File: src/rtl/ulx3s_lock_supervisor.sv
// rtl/ulx3s_lock_supervisor.sv - PLL lock qualification and domain reset sequencer
// Optional lock-loss event counter is built when LOCK_LOSS_COUNT_EN is defined.
module ulx3s_lock_supervisor #(
   parameter int unsigned STABLE_CYCLES = 1024,
   parameter int unsigned HOLD_CYCLES   = 16
) (
   input  logic       clock,
   input  logic       reset_n,
   input  logic       locked,
   output logic       sys_reset,
   output logic       ready,
   output logic [1:0] state
`ifdef LOCK_LOSS_COUNT_EN
   ,
   output logic [7:0] lock_loss_count
`endif
);

   typedef enum logic [1:0] {
      WAIT_LOCK = 2'd0,
      STABILISE = 2'd1,
      HOLD      = 2'd2,
      RUN       = 2'd3
   } state_t;

   localparam logic [15:0] STABLE_LAST = 16'(STABLE_CYCLES - 1);
   localparam logic [15:0] HOLD_LAST   = 16'(HOLD_CYCLES - 1);

   logic        locked_m;
   logic        locked_s;
   state_t      cur_state;
   state_t      nxt_state;
   logic [15:0] cnt;
   logic [15:0] nxt_cnt;

   always_ff @(posedge clock or negedge reset_n) begin
      if (!reset_n) begin
         locked_m <= 1'b0;
         locked_s <= 1'b0;
      end else begin
         locked_m <= locked;
         locked_s <= locked_m;
      end
   end

   // Any low cycle of locked_s drops straight back to WAIT_LOCK with a cleared counter.
   always_comb begin
      nxt_state = cur_state;
      nxt_cnt   = 16'd0;
      case (cur_state)
         WAIT_LOCK: begin
            if (locked_s) nxt_state = STABILISE;
         end
         STABILISE: begin
            if (!locked_s)                nxt_state = WAIT_LOCK;
            else if (cnt == STABLE_LAST)  nxt_state = HOLD;
            else                          nxt_cnt   = cnt + 16'd1;
         end
         HOLD: begin
            if (!locked_s)                nxt_state = WAIT_LOCK;
            else if (cnt == HOLD_LAST)    nxt_state = RUN;
            else                          nxt_cnt   = cnt + 16'd1;
         end
         RUN: begin
            if (!locked_s) nxt_state = WAIT_LOCK;
         end
         default: nxt_state = WAIT_LOCK;
      endcase
   end

   // Outputs are registered from the next state so they switch on the same edge as state.
   always_ff @(posedge clock or negedge reset_n) begin
      if (!reset_n) begin
         cur_state <= WAIT_LOCK;
         cnt       <= 16'd0;
         sys_reset <= 1'b1;
         ready     <= 1'b0;
      end else begin
         cur_state <= nxt_state;
         cnt       <= nxt_cnt;
         sys_reset <= (nxt_state != RUN);
         ready     <= (nxt_state == RUN);
      end
   end

   assign state = cur_state;

`ifdef LOCK_LOSS_COUNT_EN
   logic [7:0] loss_cnt;

   always_ff @(posedge clock or negedge reset_n) begin
      if (!reset_n)
         loss_cnt <= 8'd0;
      else if ((cur_state == RUN) && !locked_s && (loss_cnt != 8'hFF))
         loss_cnt <= loss_cnt + 8'd1;
   end

   assign lock_loss_count = loss_cnt;
`endif

endmodule
File: config.mk
export PLATFORM = sky130hd
export DESIGN_NAME = ulx3s_lock_supervisor
export DESIGN_NICKNAME = d
export VERILOG_FILES = /design/src/rtl/ulx3s_lock_supervisor.sv
export SDC_FILE = /design/constraint.sdc
export NUM_CORES = 1
export LEC_CHECK = 0
export ABC_CLOCK_PERIOD_IN_PS = 6190
export CAP_MARGIN = 30
export CORE_MARGIN = 5
export CORE_UTILIZATION = 60
export CTS_CLUSTER_DIAMETER = 50
export DETAILED_ROUTE_END_ITERATION = 10
export HOLD_SLACK_MARGIN = 0.06
export PLACE_DENSITY = 0.88
export SYNTH_ARGS = -nofsm -noshare
export SYNTH_HDL_FRONTEND = slang
export SYNTH_SLANG_ARGS = --single-unit
File: constraint.sdc
create_clock -name clock -period 6.19 [get_ports clock]
set_clock_uncertainty 0.15 [all_clocks]
set_input_delay 1.5475 -clock clock [delete_from_list [all_inputs] [get_ports clock]]
set_output_delay 1.5475 -clock clock [all_outputs]
set_load 0.05 [all_outputs]
==> impl_results.rst, run 1 <==
.. list-table::
   :header-rows: 1

   * - Metric
     - Value
   * - Leading cell types by count after synthesis
     - 21 x sky130_fd_sc_hd__dfrtp_1, 13 x sky130_fd_sc_hd__a21oi_1, 11 x sky130_fd_sc_hd__nand3_1, 6 x sky130_fd_sc_hd__xnor2_1, 6 x sky130_fd_sc_hd__xor2_1
   * - Dominant cells by area after synthesis
     - sky130_fd_sc_hd__dfrtp_1 43%, sky130_fd_sc_hd__a21oi_1 5.3%, sky130_fd_sc_hd__ha_1 5.1%
   * - Share of the cycle needed by the critical path after routing
     - a little over half
   * - Area growth from synthesis to layout
     - 8.54%
   * - Post-cts sizing count
     - 0
   * - WP data arrival
     - 1.64 ns
   * - Diodes inserted
     - 0
   * - Number of buffers on the longest clock path
     - 2
   * - Routed via count divided by cell count
     - between 6 and 7
   * - Result of the run
     - completed
   * - Drt wl/cell
     - roughly 16 um
   * - Min cycle time layout
     - approximately 3.3 ns
   * - Multiplexer area fraction after synthesis
     - 0%
   * - Post-synthesis cell type count
     - 38
   * - Crit start category
     - flip-flop
   * - Synthesized-area fraction occupied by adder cells
     - under 10%
   * - Number of clock buffers inserted by TritonCTS
     - 3
   * - Global placer's final weighted congestion
     - slightly below 0.8
   * - Netlist Area Pre-Place
     - about 0.0012 mm^2
   * - Finished Cell Area
     - 0.00134 mm^2
   * - Number of levels in the clock H-tree
     - 1
   * - Slew at the pin closest to its max-slew limit
     - roughly 0.51 ns
   * - Number of warnings reported in the yosys synthesis log
     - 0
   * - CTS tree
     - done
   * - Count of buffer and inverter cells on the critical path
     - 1
   * - Number of nets at the end of the flow
     - between 100 and 150
   * - Number of enable-type register cells in the synthesized netlist
     - 0
   * - Clk sink count
     - 22
   * - Top cell type's share of synthesized area
     - a little over two fifths
   * - First-pass GRT wire length
     - between 4 and 5 mm
   * - Clock-pin slew on the worst setup and hold paths
     - 0.11 ns
   * - Filler cells
     - 161
   * - Count of hold buffers inserted by post-cts repair
     - 0
   * - Critical setup path kind
     - flip-flop to output pin
   * - Mapped Avg Cell Area
     - 10.4 um^2
   * - Maximum fanout encountered on the critical timing path
     - 1
   * - Floorplan row count
     - 16
   * - Flip-flop and latch count after synthesis
     - 22
   * - Area inside the core boundary
     - ~0.002 mm^2
   * - Drt first pass iters
     - 4
   * - List of cells traversed by the critical path
     - clkdlybuf4s50_1
   * - Share of flip-flops with an asynchronous set or reset after synthesis
     - 100%
   * - Worst EP required
     - around 4.5 ns
   * - DRT antenna net count
     - 0
   * - Largest incremental delay on the critical path
     - about 0.79 ns
   * - Die Y-Extent
     - 55.3 um
   * - Final worst-path setup slack
     - 2.85 ns
   * - Compound-cell area share of the yosys netlist
     - 15.8%
   * - Number of buffers inserted by port buffering
     - 6
   * - Final HPWL from detailed placement
     - between 1.5 and 2 mm
   * - Gr usage total
     - between 15 and 20%
   * - Clock latency at the later pin of the worst-skew pair
     - around 0.32 ns
   * - Post-CTS setup repair buffer count
     - 0
   * - Endpoint kind of the worst setup timing path
     - output pin
   * - Highest clock rate
     - between 200 and 300 MHz
   * - Combinational family with the most area after synthesis
     - simple AND/OR/NAND/NOR gates
   * - Seq/Total Area, Yosys
     - 44.8%
   * - Max VDD drop
     - roughly 250 uV
   * - Post-Route WL
     - roughly 2.4 mm
   * - Number of design-rule violations left by the first detailed-router iteration
     - 12
   * - Number of max-capacitance violations reported
     - 0
   * - Total power of the final layout
     - around 300 uW
   * - Final Hold Vio Count
     - 0
   * - Largest net degree at the start of global routing
     - 23
   * - Worst slack at placement
     - approximately 3.2 ns
   * - Cell with the largest stage delay on the worst path
     - sky130_fd_sc_hd__clkdlybuf4s50_1
   * - Most numerous cell in the Yosys netlist
     - sky130_fd_sc_hd__dfrtp_1
   * - Worst rel slew slack
     - 66.2%
   * - Global route total overflow
     - 0
   * - Cells after Synth
     - 118
   * - Number of nets produced by synthesis
     - 126
   * - Cell type with the highest aggregate area in the netlist
     - sky130_fd_sc_hd__dfrtp_1
   * - Routed via count
     - roughly 930
   * - Area of the die
     - ~0.0031 mm^2
   * - Total cell area at the placement stage
     - 0.00130 mm^2
   * - Vias in the first global route
     - about 940
   * - Most used flip-flop cell after synthesis
     - sky130_fd_sc_hd__dfrtp_1
   * - Antenna violations before repair
     - 0
   * - Max Slew Vio Count
     - 0
   * - Reported leakage power
     - slightly above 0.0005 uW
   * - TNS Setup
     - 0 ns
   * - Simple logic cell fraction of the synthesized area
     - 22.8%
   * - Post-detailed-route DRC marker count
     - 0
   * - Clock Tree Root
     - sky130_fd_sc_hd__clkbuf_4
   * - Worst Hold Slack
     - roughly 0.21 ns
   * - Fraction of final layout cells sized beyond drive strength 1
     - between 10 and 15%
   * - Number of endpoints failing setup at the final stage
     - 0
   * - Initial core utilization
     - between 60% and 70%
   * - Total power density per cell area
     - between 200 and 250 mW/mm^2
   * - Width of the chip
     - between 50 and 60 um
   * - Share of the synthesized netlist area taken by xor and xnor gates
     - roughly 8.5%
   * - Number of placed I/O pins
     - 7
   * - Min-Delay Path Class
     - flip-flop to flip-flop
   * - RSZ-0062 raised after global routing
     - false
   * - Crit path max-delay family
     - buffers and inverters
where the power goes:
group	internal, uW	leakage [uW]	switching (uW)
sequential	149	0.000298	7.18
combinational	28.5	0.000199	48.4
clock	25.3	0.0000150	43.1
total	203	0.000512	98.7
cell usage in the layout (no fill, tap or decap), types with 2 or more instances in the layout:
cell type and instances:
sky130_fd_sc_hd__a21oi_1 13, sky130_fd_sc_hd__a22oi_1 3, sky130_fd_sc_hd__and3_1 2, sky130_fd_sc_hd__clkbuf_4 3, sky130_fd_sc_hd__clkdlybuf4s50_1 6, sky130_fd_sc_hd__dfrtp_1 21, sky130_fd_sc_hd__ha_1 5, sky130_fd_sc_hd__inv_1 3
sky130_fd_sc_hd__nand2_1 3, sky130_fd_sc_hd__nand3_1 11, sky130_fd_sc_hd__nand4_1 3, sky130_fd_sc_hd__nor2_1 2, sky130_fd_sc_hd__nor3_1 3, sky130_fd_sc_hd__nor4_1 2, sky130_fd_sc_hd__o21ai_0 4, sky130_fd_sc_hd__or2_2 3
sky130_fd_sc_hd__or3_1 5, sky130_fd_sc_hd__or4_4 2, sky130_fd_sc_hd__xnor2_1 6, sky130_fd_sc_hd__xor2_1 6
state kept, by name (all words and copies together) (netlist names):
name,cells
locked_s,1
ready,1
cnt,16
locked_m,1
sys_reset,1
state,2
layer usage:
metal	GRT usage, %	share of wire (%)
met5	0	0
met4	7.64	1.5
met3	3.73	4.9
met2	27.5	50
met1	20.5	44
final timing paths:
path	start	endpoint	slack (ns)	cells after the start
setup / recovery	sys_reset	sys_reset	2.85	1
hold / removal	locked_m	locked_s	0.21	0
setup reg to reg	cnt[10]	cnt[15]	3.79	4
hold reg to reg	locked_m	locked_s	0.21	0
max in group asynchronous	reset_n	sys_reset	3.93	2
min in group asynchronous	reset_n	cnt[3]	1.40	1
cell type report:
type                    instances  area (um^2)  area share (%)
clock buffers                   4         26.3            1.97
inverters                       3         11.3           0.843
multi-input cells              89          642            48.0
flip-flops and latches         22          552            41.3
well taps                      27         33.8            2.53
repair buffers                  7         71.3            5.34
cell families after synthesis:
family / after synthesis
fa+ha+maj: 5
xor+xnor: 12
flops: 22
compound gates: 28
buf+inv: 7
simple gates: 44
per-stage QoR:
stage | util (%) | cells
CTS | 67.5 | 151
global route | 68.1 | 152
finish | 68.1 | 152
floorplan | - | 118
global placement | 66.2 | 147
detailed placement | 66.2 | 147
(Power assumes the default switching activity.)
==> run 2, diff against run 1 <==
Settings changed: ABC_CLOCK_PERIOD_IN_PS 6190 to 2700, CORE_UTILIZATION 60 to 52, PLACE_DENSITY 0.88 to 0.82.
Clock period 6.19 ns to 2.7 ns, I/O delays scaled along.
==> run 2 against run 1 <==
- die area increased by 13%
- power increased to 2.6 times the previous value
- final cell count increased by 0.66%
- routed wire length increased by 1.0%
- setup slack got worse by 2.6 ns
- utilization decreased by 7.2 points
- flip-flop and latch count unchanged
- global-route usage decreased by 0.88 points
- register-to-register slack got worse by 3.5 ns
- sequential share of layout area decreased by 0.72 points
- cell area increased by 1.8%
- critical path depth unchanged
==> impl_results.rst, run 2 (same netlist as run 1, synthesis figures left out) <==
.. list-table::
   :header-rows: 1

   * - Metric
     - Value
   * - Die Y-Extent
     - slightly below 60 um
   * - Count of hold buffers inserted by post-cts repair
     - 0
   * - Number of max-capacitance violations reported
     - 0
   * - Top sig layer
     - met4
   * - Largest net degree at the start of global routing
     - 23
   * - DRT antenna net count
     - 0
   * - Clock latency at the later pin of the worst-skew pair
     - just over 0.3 ns
   * - Diodes inserted
     - 0
   * - Width of the chip
     - 58.7 um
   * - Total cell area at the placement stage
     - 0.00131 mm^2
   * - Worst EP required
     - about 1.9 ns
   * - Register name with the most flops
     - cnt
   * - Global route total overflow
     - 0
   * - Post-CTS setup repair buffer count
     - 0
   * - Area of the die
     - roughly 0.0034 mm^2
   * - Worst slack at placement
     - 0.317 ns
   * - Clock-pin slew on the worst setup and hold paths
     - around 0.13 ns
   * - Number of clock buffers inserted by TritonCTS
     - 3
   * - Count of cell instances traversed by the critical path
     - 1
   * - Slew at the pin closest to its max-slew limit
     - 0.505 ns
   * - Drt wl/cell
     - ~16 um
   * - Endpoint of the lowest-slack register-to-register path
     - cnt[15]
   * - Crit start category
     - flip-flop
   * - Sequential Area
     - between 500 and 600 um^2
   * - Worst rel slew slack
     - 66.2%
   * - Max Slew Vio Count
     - 0
   * - Floorplan row count
     - 17
   * - Area growth from synthesis to layout
     - 10.5%
   * - Area used by multi-input combinational logic
     - ~640 um^2
   * - Number of placed I/O pins
     - 7
   * - CTS tree
     - done
   * - Global placer's final weighted congestion
     - about 0.82
   * - Antenna violations before repair
     - 0
   * - Met2 routed WL
     - about 1.2 mm
   * - Worst Hold Depth
     - 0
   * - Drt first pass iters
     - 4
   * - Hold worst-path end
     - locked_s
   * - Routed via count
     - approximately 940
   * - List of cells traversed by the critical path
     - clkdlybuf4s50_1
   * - Post-detailed-route DRC marker count
     - 0
   * - TNS Setup
     - 0 ns
   * - Area inside the core boundary
     - about 0.0022 mm^2
   * - Detailed-route wire length on metal 1
     - slightly above 1 mm
   * - Reported leakage power
     - around 0.00052 uW
   * - Routed via count divided by cell count
     - about 6
   * - Min cycle time layout
     - 2.45 ns
   * - Initial core utilization
     - about 55%
   * - Min-Delay Path Class
     - flip-flop to flip-flop
   * - Count of buffer and inverter cells on the critical path
     - 1
   * - Clk sink count
     - 22
   * - Total power density per cell area
     - roughly 570 mW/mm^2
   * - Reg2reg path depth
     - 4
   * - Maximum fanout encountered on the critical timing path
     - 1
   * - Number of nets at the end of the flow
     - between 100 and 150
   * - Number of buffers inserted by port buffering
     - 6
   * - Crit path max-delay family
     - buffers and inverters
   * - Commonest non-fill, non-tap cell in the layout
     - sky130_fd_sc_hd__dfrtp_1
   * - Endpoint kind of the worst setup timing path
     - output pin
   * - Gr usage total
     - between 10% and 20%
   * - Leading cell types in the layout, fill and taps excluded
     - 21 x sky130_fd_sc_hd__dfrtp_1, 13 x sky130_fd_sc_hd__a21oi_1, 11 x sky130_fd_sc_hd__nand3_1
   * - Cell with the largest stage delay on the worst path
     - sky130_fd_sc_hd__clkdlybuf4s50_1
   * - Number of design-rule violations left by the first detailed-router iteration
     - 51
   * - Largest incremental delay on the critical path
     - approximately 0.80 ns
   * - Post-cts sizing count
     - 0
   * - Met3 layer wire length in the routed design
     - roughly 110 um
   * - Source of the worst hold timing path
     - locked_m
   * - Number of endpoints failing setup at the final stage
     - 0
   * - Final Hold Vio Count
     - 0
   * - Filler cells
     - around 190
   * - Highest clock rate
     - around 410 MHz
   * - Max VDD drop
     - approximately 520 uV
   * - Fraction of final layout cells sized beyond drive strength 1
     - a little under an eighth
   * - Worst R2R Start
     - cnt[10]
   * - Clock Tree Root
     - sky130_fd_sc_hd__clkbuf_4
   * - Final worst-path setup slack
     - between 0.2 and 0.25 ns
   * - WP data arrival
     - about 1.6 ns
   * - Finished Cell Area
     - about 0.0014 mm^2
   * - Total power of the final layout
     - 779 uW
   * - Number of levels in the clock H-tree
     - 1
   * - First-pass GRT wire length
     - roughly 4.1 mm
   * - RSZ-0062 raised after global routing
     - false
   * - Number of buffers on the longest clock path
     - 2
   * - Critical setup path kind
     - flip-flop to output pin
   * - Share of the cycle needed by the critical path after routing
     - between 90% and 100%
   * - Register-to-register setup slack
     - roughly 0.31 ns
   * - Post-Route WL
     - 2.39 mm
   * - Vias in the first global route
     - around 900
   * - Flip-flop count of the largest register, all copies and words added
     - 16
   * - Final HPWL from detailed placement
     - 1.73 mm
   * - Result of the run
     - completed
[run 2: changes by cell type in the layout (fill, tap and decap cells not counted), sizes merged]
cell    previous run  this run
clkbuf             4         3
bufinv             0         1
[run 2: metrics by stage]
step                hold slack, ns  utilization [%]  std cells
floorplan                    0.181                -        118
global placement             0.182             58.5        149
detailed placement           0.220             58.5        149
CTS                          0.239             60.9        153
global route                 0.242             60.9        153
finish                       0.227             60.9        153
[run 2: metal layers]
metal  global-route usage (%)  vias up
met5                        0        -
met4                     9.39        0
met3                     2.19        8
met2                     24.4       25
met1                     20.9      453
li1                         -      452
[run 2: how the worst max path moves through the flow]
stage,startpoint,endpoint
2_1_floorplan,state[0],state[1]
3_3_place_gp,cnt[10],cnt[15]
3_5_place_dp,cnt[10],cnt[15]
4_1_cts,sys_reset,sys_reset
5_1_grt,cnt[10],cnt[14]
6_report,sys_reset,sys_reset
[run 2: area by class of cell]
type / count / area share, %
Clock buffer: 3 / 1.66
Clock inverter: 1 / 2.21
Inverter: 3 / 0.828
Multi-Input combinational cell: 89 / 47.2
Sequential cell: 22 / 40.6
Tap cell: 28 / 2.58
Timing Repair Buffer: 7 / 4.97
[run 2: where the power goes]
group | switching (uW) | internal, uW | total, uW | leakage (uW)
clock network | 100 | 150 | 250 | 0.0000279
registers | 16.9 | 341 | 358 | 0.000298
logic | 106 | 64.5 | 170 | 0.000198
==> run 3, diff against run 2 <==
Settings changed: CORE_MARGIN 5 to 4.
==> run 3 against run 2 <==
- non-clock buffer count unchanged
- combinational power about the same
- flip-flop and latch count unchanged
- die area down 6.7%
- routed wire length down 1.2%
- setup slack worse by 0.0087 ns
- largest power group unchanged
==> impl_results.rst, run 3 (same netlist as run 1, synthesis figures left out) <==
.. list-table::
   :header-rows: 1

   * - Metric
     - Value
   * - Result of the run
     - completed
   * - Final worst-path setup slack
     - between 0.2 and 0.25 ns
   * - Clock Tree Root
     - sky130_fd_sc_hd__clkbuf_4
   * - Routed via count divided by cell count
     - approximately 6.2
   * - Final Hold Vio Count
     - 0
   * - Number of levels in the clock H-tree
     - 1
   * - Area of the die
     - between 0.003 and 0.004 mm^2
   * - Number of max-capacitance violations reported
     - 0
   * - Min-Delay Path Class
     - flip-flop to flip-flop
   * - Number of cells after detailed placement
     - approximately 150
   * - Total power density per cell area
     - roughly 530 mW/mm^2
   * - Flip-flop count of the largest register, all copies and words added
     - 16
   * - Routed via count
     - between 900 and 1000
   * - Number of nets at the end of the flow
     - ~130
   * - Number of buffers on the longest clock path
     - 2
   * - Width of the chip
     - 56.7 um
   * - Largest incremental delay on the critical path
     - around 0.80 ns
   * - Number of placed I/O pins
     - 7
   * - Worst EP required
     - 1.88 ns
   * - Post-Layout Cell Count
     - around 150
   * - Clock-pin slew on the worst setup and hold paths
     - ~0.12 ns
   * - Slew at the pin closest to its max-slew limit
     - just over 0.5 ns
   * - Worst Hold Slack
     - 0.250 ns
   * - Drt wl/cell
     - about 15 um
   * - Number of design-rule violations left by the first detailed-router iteration
     - 35
   * - Highest clock rate
     - between 400 and 500 MHz
   * - Commonest non-fill, non-tap cell in the layout
     - sky130_fd_sc_hd__dfrtp_1
   * - Post-cts sizing count
     - 0
   * - Worst rel slew slack
     - about 66%
   * - DRT antenna net count
     - 0
   * - Count of buffer and inverter cells on the critical path
     - 1
   * - Crit start category
     - flip-flop
   * - Gr usage total
     - approximately 16%
   * - Count of hold buffers inserted by post-cts repair
     - 0
   * - Number of endpoints failing setup at the final stage
     - 0
   * - Antenna violations before repair
     - 0
   * - Cell with the largest stage delay on the worst path
     - sky130_fd_sc_hd__clkdlybuf4s50_1
   * - Drt first pass iters
     - 4
   * - Critical setup path kind
     - flip-flop to output pin
   * - Worst slack at placement
     - around 0.32 ns
   * - First-pass GRT wire length
     - just over 4 mm
   * - List of cells traversed by the critical path
     - clkdlybuf4s50_1
   * - Area inside the core boundary
     - 0.00223 mm^2
   * - Vias in the first global route
     - 954
   * - CTS tree
     - done
   * - Largest net degree at the start of global routing
     - 23
   * - Share of the cycle needed by the critical path after routing
     - 91.2%
   * - Fraction of final layout cells sized beyond drive strength 1
     - between 10% and 20%
   * - Post-detailed-route DRC marker count
     - 0
   * - Leading cell types in the layout, fill and taps excluded
     - 21 x sky130_fd_sc_hd__dfrtp_1, 13 x sky130_fd_sc_hd__a21oi_1, 11 x sky130_fd_sc_hd__nand3_1
   * - Maximum fanout encountered on the critical timing path
     - 1
   * - Min cycle time layout
     - ~2.5 ns
   * - TNS Setup
     - 0 ns
   * - Area growth from synthesis to layout
     - 9.15%
   * - Utilization of the core after routing
     - 60.2%
   * - Floorplan row count
     - 17
   * - Initial core utilization
     - a little under three fifths
   * - WP data arrival
     - ~1.6 ns
   * - Max Slew Vio Count
     - 0
   * - Post-Route WL
     - 2.36 mm
   * - RSZ-0062 raised after global routing
     - false
   * - Final HPWL from detailed placement
     - ~1.8 mm
   * - Die Y-Extent
     - around 57 um
   * - Register name with the most flops
     - cnt
   * - Clock latency at the later pin of the worst-skew pair
     - slightly above 0.3 ns
   * - Crit path max-delay family
     - buffers and inverters
   * - Reported leakage power
     - just over 0.0005 uW
   * - Clk sink count
     - 22
   * - Number of clock buffers inserted by TritonCTS
     - 3
   * - Global route total overflow
     - 0
   * - Endpoint kind of the worst setup timing path
     - output pin
   * - Global placer's final weighted congestion
     - 0.805
   * - Post-CTS setup repair buffer count
     - 0
   * - Number of buffers inserted by port buffering
     - 6
   * - Max VDD drop
     - 369 uV
   * - Diodes inserted
     - 0
[run 3: cell count changes in the layout (fill, tap and decap cells not counted)]
cell,delta
sky130_fd_sc_hd__bufinv_16,-1
sky130_fd_sc_hd__clkbuf_8,+1
[run 3: layout make-up]
| cell class | instances | area [um^2] |
|---|---|---|
| inverter | 3 | 11.3 |
| clock buffer | 4 | 36.3 |
| timing repair buffer | 7 | 67.6 |
| multi-input combinational | 89 | 642 |
| tap | 28 | 35.0 |
| fill | 191 | 890 |
| sequential | 22 | 552 |
[run 3: worst paths after layout]
kind	from	to	depth (start not counted)	slack, ns
setup / recovery	sys_reset	sys_reset	1	0.24
hold / removal	locked_m	locked_s	0	0.25
setup reg to reg	cnt[10]	cnt[15]	4	0.30
hold reg to reg	locked_m	locked_s	0	0.25
max in group asynchronous	reset_n	sys_reset	2	1.58
min in group asynchronous	reset_n	cnt[11]	2	0.55
[run 3: per-layer routing]
metal | wire length, um | up-vias | track usage, % | share of wire [%]
met5 | 0 | - | 0 | 0
met4 | 44 | 0 | 7.12 | 1.9
met3 | 60 | 4 | 3.22 | 2.5
met2 | 1200 | 17 | 26.1 | 51
met1 | 1060 | 468 | 20.8 | 45
li1 | - | 456 | - | -
[run 3: power by group]
part	total, uW	switching (uW)	internal, uW
Sequential	358	16.9	341
Clock	181	98.8	82.4
Combinational	170	105	64.5
Total	709	221	488
[run 3: through the flow]
stage | area (um^2) | power, uW
final | 1340 | 709
after global routing | 1340 | 748
after CTS | 1340 | 715
after detailed placement | 1310 | 534
after global placement | 1310 | 530
after floorplan | 1230 | 492
